===== src/rtl/crossing_game_ctrl_pkg.sv =====
// Shared definitions for the lane-crossing game: state encodings used by the
// controller and the LED decode, plus board geometry for the datapath.
package crossing_pkg;

    typedef enum logic [1:0] {
        ST_IDLE   = 2'd0,
        ST_GAME_1 = 2'd1,
        ST_GAME_2 = 2'd2,
        ST_DONE   = 2'd3
    } state_t;

    localparam int ROWS       = 8;
    localparam int WIN_SCORE  = 10;
    localparam int ROW_HEIGHT = 60;
    localparam int SCORE_W    = 4;

    // The turn passes to whichever game state is not the current one.
    function automatic state_t other_game(input state_t s);
        return (s == ST_GAME_1) ? ST_GAME_2 : ST_GAME_1;
    endfunction

endpackage


===== src/rtl/crossing_game_ctrl_if.sv =====
// Controller <-> VGA drawing/collision datapath signals.
interface crossing_game_ctrl_if #(
    parameter int ROWS = crossing_pkg::ROWS
);
    import crossing_pkg::*;

    logic                    collide;
    state_t                  state;
    logic [$clog2(ROWS)-1:0] player_row;
    logic [SCORE_W-1:0]      p1_score;
    logic [SCORE_W-1:0]      p2_score;
    logic                    move_tick;
    logic                    lanes_init;
    logic                    score_pulse;

    modport master (
        input  collide,
        output state, player_row, p1_score, p2_score,
        output move_tick, lanes_init, score_pulse
    );

    modport slave (
        output collide,
        input  state, player_row, p1_score, p2_score,
        input  move_tick, lanes_init, score_pulse
    );

endinterface


===== src/rtl/crossing_game_ctrl_btn_sampler.sv =====
// One raw button: 2-FF synchronizer, sample register updated only on the
// button tick, and a one-cycle press pulse on a 0->1 change between samples.
module btn_sampler (
    input  logic board_clk,
    input  logic rst,
    input  logic btn,
    input  logic tick,
    output logic press
);

    logic [1:0] sync;
    logic       sample;

    // Synchronize every cycle; resample and edge-detect only on tick so a held
    // button yields exactly one press.
    always_ff @(posedge board_clk or posedge rst) begin
        if (rst) begin
            sync   <= 2'b00;
            sample <= 1'b0;
            press  <= 1'b0;
        end else begin
            sync  <= {sync[0], btn};
            press <= 1'b0;
            if (tick) begin
                sample <= sync[1];
                press  <= sync[1] & ~sample;
            end
        end
    end

endmodule


===== src/rtl/crossing_game_ctrl.sv =====
// Game sequencer: pacing divider, start/button conditioning, game FSM,
// player row and per-player scores. All outputs come straight from flops.
module crossing_game_ctrl #(
    parameter int BTN_DIV_W  = 18,
    parameter int MOVE_DIV_W = 21,
    parameter int ROWS       = crossing_pkg::ROWS,
    parameter int WIN_SCORE  = crossing_pkg::WIN_SCORE
) (
    input  logic                   board_clk,
    input  logic                   reset,
    input  logic                   start,
    input  logic                   btn_up,
    input  logic                   btn_down,
    crossing_game_ctrl_if.master   bus
);
    import crossing_pkg::*;

    localparam int                  ROW_W     = $clog2(ROWS);
    localparam logic [ROW_W-1:0]    ROW_START = ROW_W'(ROWS - 1);
    localparam logic [ROW_W-1:0]    ROW_FIRST = ROW_W'(1);
    localparam logic [SCORE_W-1:0]  WIN       = SCORE_W'(WIN_SCORE);

    logic [1:0]            rst_ff;
    logic                  rst_int;
    logic [MOVE_DIV_W-1:0] div;
    logic                  btn_tick;
    logic [1:0]            start_sync;
    logic                  start_s;
    logic                  up_press;
    logic                  down_press;

    state_t                state_q, state_d;
    logic [ROW_W-1:0]      row_q, row_d;
    logic [SCORE_W-1:0]    p1_q, p1_d, p2_q, p2_d;
    logic                  init_q, init_d;
    logic                  score_q, score_d;
    logic                  tick_q;
    logic                  collision;
    logic [SCORE_W-1:0]    score_inc;

    // Reset asserts immediately but releases two board_clk edges later, so
    // every flop leaves reset on the same clean edge.
    always_ff @(posedge board_clk or posedge reset) begin
        if (reset) rst_ff <= 2'b11;
        else       rst_ff <= {rst_ff[0], 1'b0};
    end
    assign rst_int = rst_ff[1];

    // Free-running pacing divider; the move tick is registered off its terminal count.
    always_ff @(posedge board_clk or posedge rst_int) begin
        if (rst_int) begin
            div    <= '0;
            tick_q <= 1'b0;
        end else begin
            div    <= div + MOVE_DIV_W'(1);
            tick_q <= &div;
        end
    end
    assign btn_tick = &div[BTN_DIV_W-1:0];

    // Start switch is a level from another domain: plain 2-FF synchronizer.
    always_ff @(posedge board_clk or posedge rst_int) begin
        if (rst_int) start_sync <= 2'b00;
        else         start_sync <= {start_sync[0], start};
    end
    assign start_s = start_sync[1];

    btn_sampler u_btn_up (
        .board_clk (board_clk),
        .rst       (rst_int),
        .btn       (btn_up),
        .tick      (btn_tick),
        .press     (up_press)
    );

    btn_sampler u_btn_down (
        .board_clk (board_clk),
        .rst       (rst_int),
        .btn       (btn_down),
        .tick      (btn_tick),
        .press     (down_press)
    );

    // Collisions only matter inside a lane; the active player's score is the one bumped.
    assign collision = bus.collide && (row_q != '0) && (row_q != ROW_START);
    assign score_inc = ((state_q == ST_GAME_2) ? p2_q : p1_q) + SCORE_W'(1);

    // Next state, row and scores; abort beats collision beats press.
    always_comb begin
        state_d = state_q;
        row_d   = row_q;
        p1_d    = p1_q;
        p2_d    = p2_q;
        init_d  = 1'b0;
        score_d = 1'b0;
        unique case (state_q)
            ST_IDLE: begin
                row_d = ROW_START;
                p1_d  = '0;
                p2_d  = '0;
                if (start_s) begin
                    state_d = ST_GAME_1;
                    init_d  = 1'b1;
                end
            end
            ST_GAME_1, ST_GAME_2: begin
                if (!start_s) begin
                    state_d = ST_IDLE;
                    row_d   = ROW_START;
                    p1_d    = '0;
                    p2_d    = '0;
                end else if (collision) begin
                    state_d = other_game(state_q);
                    row_d   = ROW_START;
                    init_d  = 1'b1;
                end else if (up_press && !down_press) begin
                    if (row_q <= ROW_FIRST) begin
                        // Stepping into the goal scores and returns to start in
                        // the same edge, so the row never rests at 0.
                        row_d   = ROW_START;
                        score_d = 1'b1;
                        if (state_q == ST_GAME_1) p1_d = score_inc;
                        else                      p2_d = score_inc;
                        if (score_inc == WIN) state_d = ST_DONE;
                    end else begin
                        row_d = row_q - ROW_W'(1);
                    end
                end else if (down_press && !up_press) begin
                    if (row_q != ROW_START) row_d = row_q + ROW_W'(1);
                end
            end
            ST_DONE: begin
                if (!start_s) begin
                    state_d = ST_IDLE;
                    row_d   = ROW_START;
                    p1_d    = '0;
                    p2_d    = '0;
                end
            end
            default: state_d = ST_IDLE;
        endcase
    end

    // Game registers, including the one-cycle event pulses.
    always_ff @(posedge board_clk or posedge rst_int) begin
        if (rst_int) begin
            state_q <= ST_IDLE;
            row_q   <= ROW_START;
            p1_q    <= '0;
            p2_q    <= '0;
            init_q  <= 1'b0;
            score_q <= 1'b0;
        end else begin
            state_q <= state_d;
            row_q   <= row_d;
            p1_q    <= p1_d;
            p2_q    <= p2_d;
            init_q  <= init_d;
            score_q <= score_d;
        end
    end

    assign bus.state       = state_q;
    assign bus.player_row  = row_q;
    assign bus.p1_score    = p1_q;
    assign bus.p2_score    = p2_q;
    assign bus.move_tick   = tick_q;
    assign bus.lanes_init  = init_q;
    assign bus.score_pulse = score_q;

endmodule


===== src/flat_wrapper.sv =====
// flat-port wrapper written by rule: the top's interface ports become plain ports
module crossing_game_ctrl_flat import crossing_pkg::*;
#(
    parameter int BTN_DIV_W  = 18,
    parameter int MOVE_DIV_W = 21,
    parameter int ROWS       = crossing_pkg::ROWS,
    parameter int WIN_SCORE  = crossing_pkg::WIN_SCORE
)
  (board_clk, reset, start, btn_up, btn_down, bus_collide, bus_state, bus_player_row, bus_p1_score, bus_p2_score, bus_move_tick, bus_lanes_init, bus_score_pulse);
  crossing_game_ctrl_if #(.ROWS(ROWS)) bus_i ();
  input  logic board_clk;
  input  logic reset;
  input  logic start;
  input  logic btn_up;
  input  logic btn_down;
  input wire logic [$bits(bus_i.collide)-1:0] bus_collide;
  output wire logic [$bits(bus_i.state)-1:0] bus_state;
  output wire logic [$bits(bus_i.player_row)-1:0] bus_player_row;
  output wire logic [$bits(bus_i.p1_score)-1:0] bus_p1_score;
  output wire logic [$bits(bus_i.p2_score)-1:0] bus_p2_score;
  output wire logic [$bits(bus_i.move_tick)-1:0] bus_move_tick;
  output wire logic [$bits(bus_i.lanes_init)-1:0] bus_lanes_init;
  output wire logic [$bits(bus_i.score_pulse)-1:0] bus_score_pulse;
  assign bus_i.collide = bus_collide;
  assign bus_state = bus_i.state;
  assign bus_player_row = bus_i.player_row;
  assign bus_p1_score = bus_i.p1_score;
  assign bus_p2_score = bus_i.p2_score;
  assign bus_move_tick = bus_i.move_tick;
  assign bus_lanes_init = bus_i.lanes_init;
  assign bus_score_pulse = bus_i.score_pulse;
  crossing_game_ctrl #(.BTN_DIV_W(BTN_DIV_W), .MOVE_DIV_W(MOVE_DIV_W), .ROWS(ROWS), .WIN_SCORE(WIN_SCORE)) u_core (.board_clk(board_clk), .reset(reset), .start(start), .btn_up(btn_up), .btn_down(btn_down), .bus(bus_i));
endmodule

===== config.mk =====
export PLATFORM = sky130hd
export DESIGN_NAME = crossing_game_ctrl_flat
export DESIGN_NICKNAME = d
export VERILOG_FILES = /design/src/rtl/crossing_game_ctrl_pkg.sv /design/src/rtl/crossing_game_ctrl_if.sv /design/src/rtl/crossing_game_ctrl_btn_sampler.sv /design/src/rtl/crossing_game_ctrl.sv /design/src/flat_wrapper.sv
export SDC_FILE = /design/constraint.sdc
export NUM_CORES = 1
export LEC_CHECK = 0
export ABC_AREA = 1
export CAP_MARGIN = 20
export CORE_AREA = 3 3 113 71
export CTS_BUF_LIST = sky130_fd_sc_hd__clkbuf_2 sky130_fd_sc_hd__clkbuf_4 sky130_fd_sc_hd__clkbuf_8
export CTS_CLUSTER_SIZE = 10
export DETAILED_ROUTE_END_ITERATION = 10
export DIE_AREA = 0 0 116 74
export PLACE_DENSITY_LB_ADDON = 0.25
export SYNTH_ARGS = -nofsm -noshare
export SYNTH_HDL_FRONTEND = slang
export SYNTH_SLANG_ARGS = --single-unit

===== constraint.sdc =====
create_clock -name board_clk -period 1.55 [get_ports board_clk]
set_input_delay 0.465 -clock board_clk [delete_from_list [all_inputs] [get_ports board_clk]]
set_output_delay 0.465 -clock board_clk [all_outputs]
set_load 0.005 [all_outputs]

==> metrics.txt <==
syn_nets=between 200 and 300; FF+latch area=1230 µm²; most common cell after layout, fill and taps aside=nand2_1; Core ar.=7150 µm²; Power, Total=between 5000 and 6000 µW; status=complete, but fails checks; number of fill cells=around 670; fin nets=about 350; WP data arrival=2000 ps; die area=between 8000 and 9000 µm²; Hold Fails Final Rpt=0; synthesized area per cell=approximately 9.3 µm²; Synth area leaders=dfrtp_1, nand2_1, ha_1; footprint of the multi-input gates=~1300 µm²; top sig layer=met4; Reg2Reg Setup Slack=-210 ps; sequential cell area fraction in the yosys report=around 50%; most frequent cells in the layout=nand2_1, dfrtp_1, buf_4, inv_1, nand2_2; min cycle time layout=1760 ps; reg2reg start=u_core.bus.player_row[1]; GRT Resource Usage Total=roughly 12%; FF-to-FF End=u_core.bus.p2_score[3]; RSZ-0062 raised after global routing=yes; H-Tree Depth=2; number of diodes=0; WL per Instance=approximately 12 µm; Post-DP HPWL=between 3000 and 4000 µm; Synth top area share=approximately 45%; Max Clock Freq=568 MHz; clk_lat worst skew=roughly 310 ps; Worst Setup SP=u_core.bus.player_row[1]; WP data required=1790 ps; met2 wire length=roughly 2100 µm; IO Count=22; wl on met1=2740 µm; Initial Utilization=~34%; num rows=24; Clock Tree Root=clkbuf_8; final setup fails=15; Clock Pin Slew Worst Setup and Hold Paths=100 ps; grt ovf=0; Core Util, Final=between 40% and 50%; clk sinks=49; skew final=14.2 ps; maximum VDD drop=between 500 and 600 µV; Worst Path Max Fanout=8; DRC Markers=0; fraction of layout cells with a size suffix above 1=roughly 39%; final setup margin=-212 ps; pre-CTS setup slack=-272 ps; mapped cell area=about 2500 µm²; Power Density=about 1500 nW/µm²; Unique masters post-synth=26; P_leak=approximately 0.0017 µW; Ys Warns=0; largest net degree at the start of global routing=35; Initial DRC Count=70; fin crit share=114%; DR pass1 iterations=4; number of global-route vias before repair=between 1,500 and 2,000; post-route ant nets=0; vias=~1,900; first-pass GRT wire length=about 8300 µm; Worst Hold Class=reg2async; synthesized flop and latch total=49; fin. max-slew vios=0; Synth Instances=roughly 260; PortBufs=21; CTS Buf Count=5; failing checks=setup timing; area leader, netlist=dfrtp_1; clock buffer depth=2; CP endpoint=u_core.bus.p2_score[3]; Worst setup SP type=register; Register-to-Register Path Depth=10; CP endpoint kind=register; initial antenna violation count=0; vias per cell=around 4.3; Die W=roughly 120 µm; Crit Path Class=reg2reg; Total Routed Length=slightly above 5000 µm; CTS tree=built; die span in y=74 µm; RD Place Congestion=around 0.81; Max Cap Viol=0; Area growth syn-to-layout=40.9%; met3 wire length=between 150 and 200 µm
[layout make-up]
| class | count | area share [%] |
|---|---|---|
| Clock inverter | 3 | 0.761 |
| Sequential cell | 49 | 35.7 |
| Timing Repair Buffer | 64 | 16.0 |
| Clock buffer | 5 | 1.99 |
| Tap cell | 91 | 3.30 |
| Multi-Input combinational cell | 177 | 37.8 |
| Inverter | 37 | 4.46 |
[stage by stage]
| step | std cells | hold WS [ps] | TNS (ps) | cell area, µm² |
|---|---|---|---|---|
| finish | 426 | 203 | -1920 | 3450 |
| global route | 426 | 241 | -3600 | 3450 |
| CTS | 422 | 222 | -1980 | 3310 |
| detailed placement | 401 | 229 | -2830 | 3010 |
| global placement | 401 | 233 | -2410 | 3010 |
| floorplan | 263 | 331 | -1040 | 2480 |
[worst max-delay path, cell delays in order, from the launching register on]
cell	delay (ps)
dfstp_2	600
ha_4	150
ha_4	120
inv_2	40
nand3_4	100
inv_4	60
nand2_4	70
nand2_4	60
nor3_4	280
nand2_1	130
o21ai_1	90
[synth_stat cells]
| library cell | number |
|---|---|
| or2_4 | 1 |
| a21oi_1 | 6 |
| o21ai_0 | 14 |
| nand2_2 | 8 |
| nand4_1 | 1 |
| o221ai_1 | 1 |
| nor3_1 | 2 |
| nand2_1 | 67 |
| nand2_4 | 2 |
| nor3_4 | 2 |
| nor3_2 | 3 |
| xor2_1 | 11 |
| ha_1 | 13 |
| nand3_2 | 2 |
| inv_2 | 4 |
| nor2_1 | 18 |
| xnor2_2 | 1 |
| inv_1 | 33 |
| a21oi_2 | 2 |
| nor2_4 | 5 |
| xnor2_1 | 7 |
| dfrtp_1 | 44 |
| nand3_1 | 8 |
| o21ai_2 | 2 |
| dfstp_2 | 5 |
| conb_1 | 1 |
[report_power, final]
group	switching (µW)	internal [µW]
clock	465	329
sequential	116	1450
combinational	1370	1330
total	1950	3110
[routing by layer]
layer / GRT usage, % / up-vias
met4: 3.47 / 0
met2: 17.5 / 24
met3: 2.93 / 5
li1: - / 954
met5: 0 / -
met1: 19.0 / 870
[worst min-delay path by stage]
stage / startpoint / cells past startpoint / endpoint / slack (ps)
global placement: u_core.rst_ff[1] / 1 / u_core.bus.p2_score[3] / 230
detailed placement: u_core.rst_ff[1] / 1 / u_core.bus.p2_score[3] / 230
finish: u_core.rst_ff[1] / 1 / u_core.bus.p2_score[3] / 200
CTS: u_core.rst_ff[1] / 1 / u_core.bus.p2_score[3] / 220
floorplan: u_core.start_sync[0] / 0 / u_core.start_sync[1] / 330
global route: u_core.rst_ff[1] / 1 / u_core.bus.p2_score[3] / 240
[kinds of logic (layout without fill, tap and decap cells)]
logic type,count (synthesis),after routing,synth area share (%)
and+or+nand+nor,119,119,24.3
xor gates and xnor gates,19,19,7.10
adders and majority gates,13,13,6.64
buffers and inverters,37,109,5.67
DFF,49,49,50.3
other,1,1,0.153
AOI/OAI and AO/OA,25,25,5.87
[repair_timing]
action,in CTS,in global routing
hold buffers,0,0
pin swaps,9,23
setup endpoints to repair,29,18
gates resized for setup,58,42
gates cloned,0,0
setup buffers,14,4
[sequential cells by signal, summed over array words and instances, names as in the netlist, 2 cells and up]
signal                  cells
u_core.div                 21
u_core.bus.p1_score         4
u_core.bus.p2_score         4
u_core.bus.player_row       3
u_core.bus.state            2
u_core.rst_ff               2
u_core.start_sync           2
u_core.u_btn_down.sync      2
u_core.u_btn_up.sync        2
(Power assumes the default switching activity.)
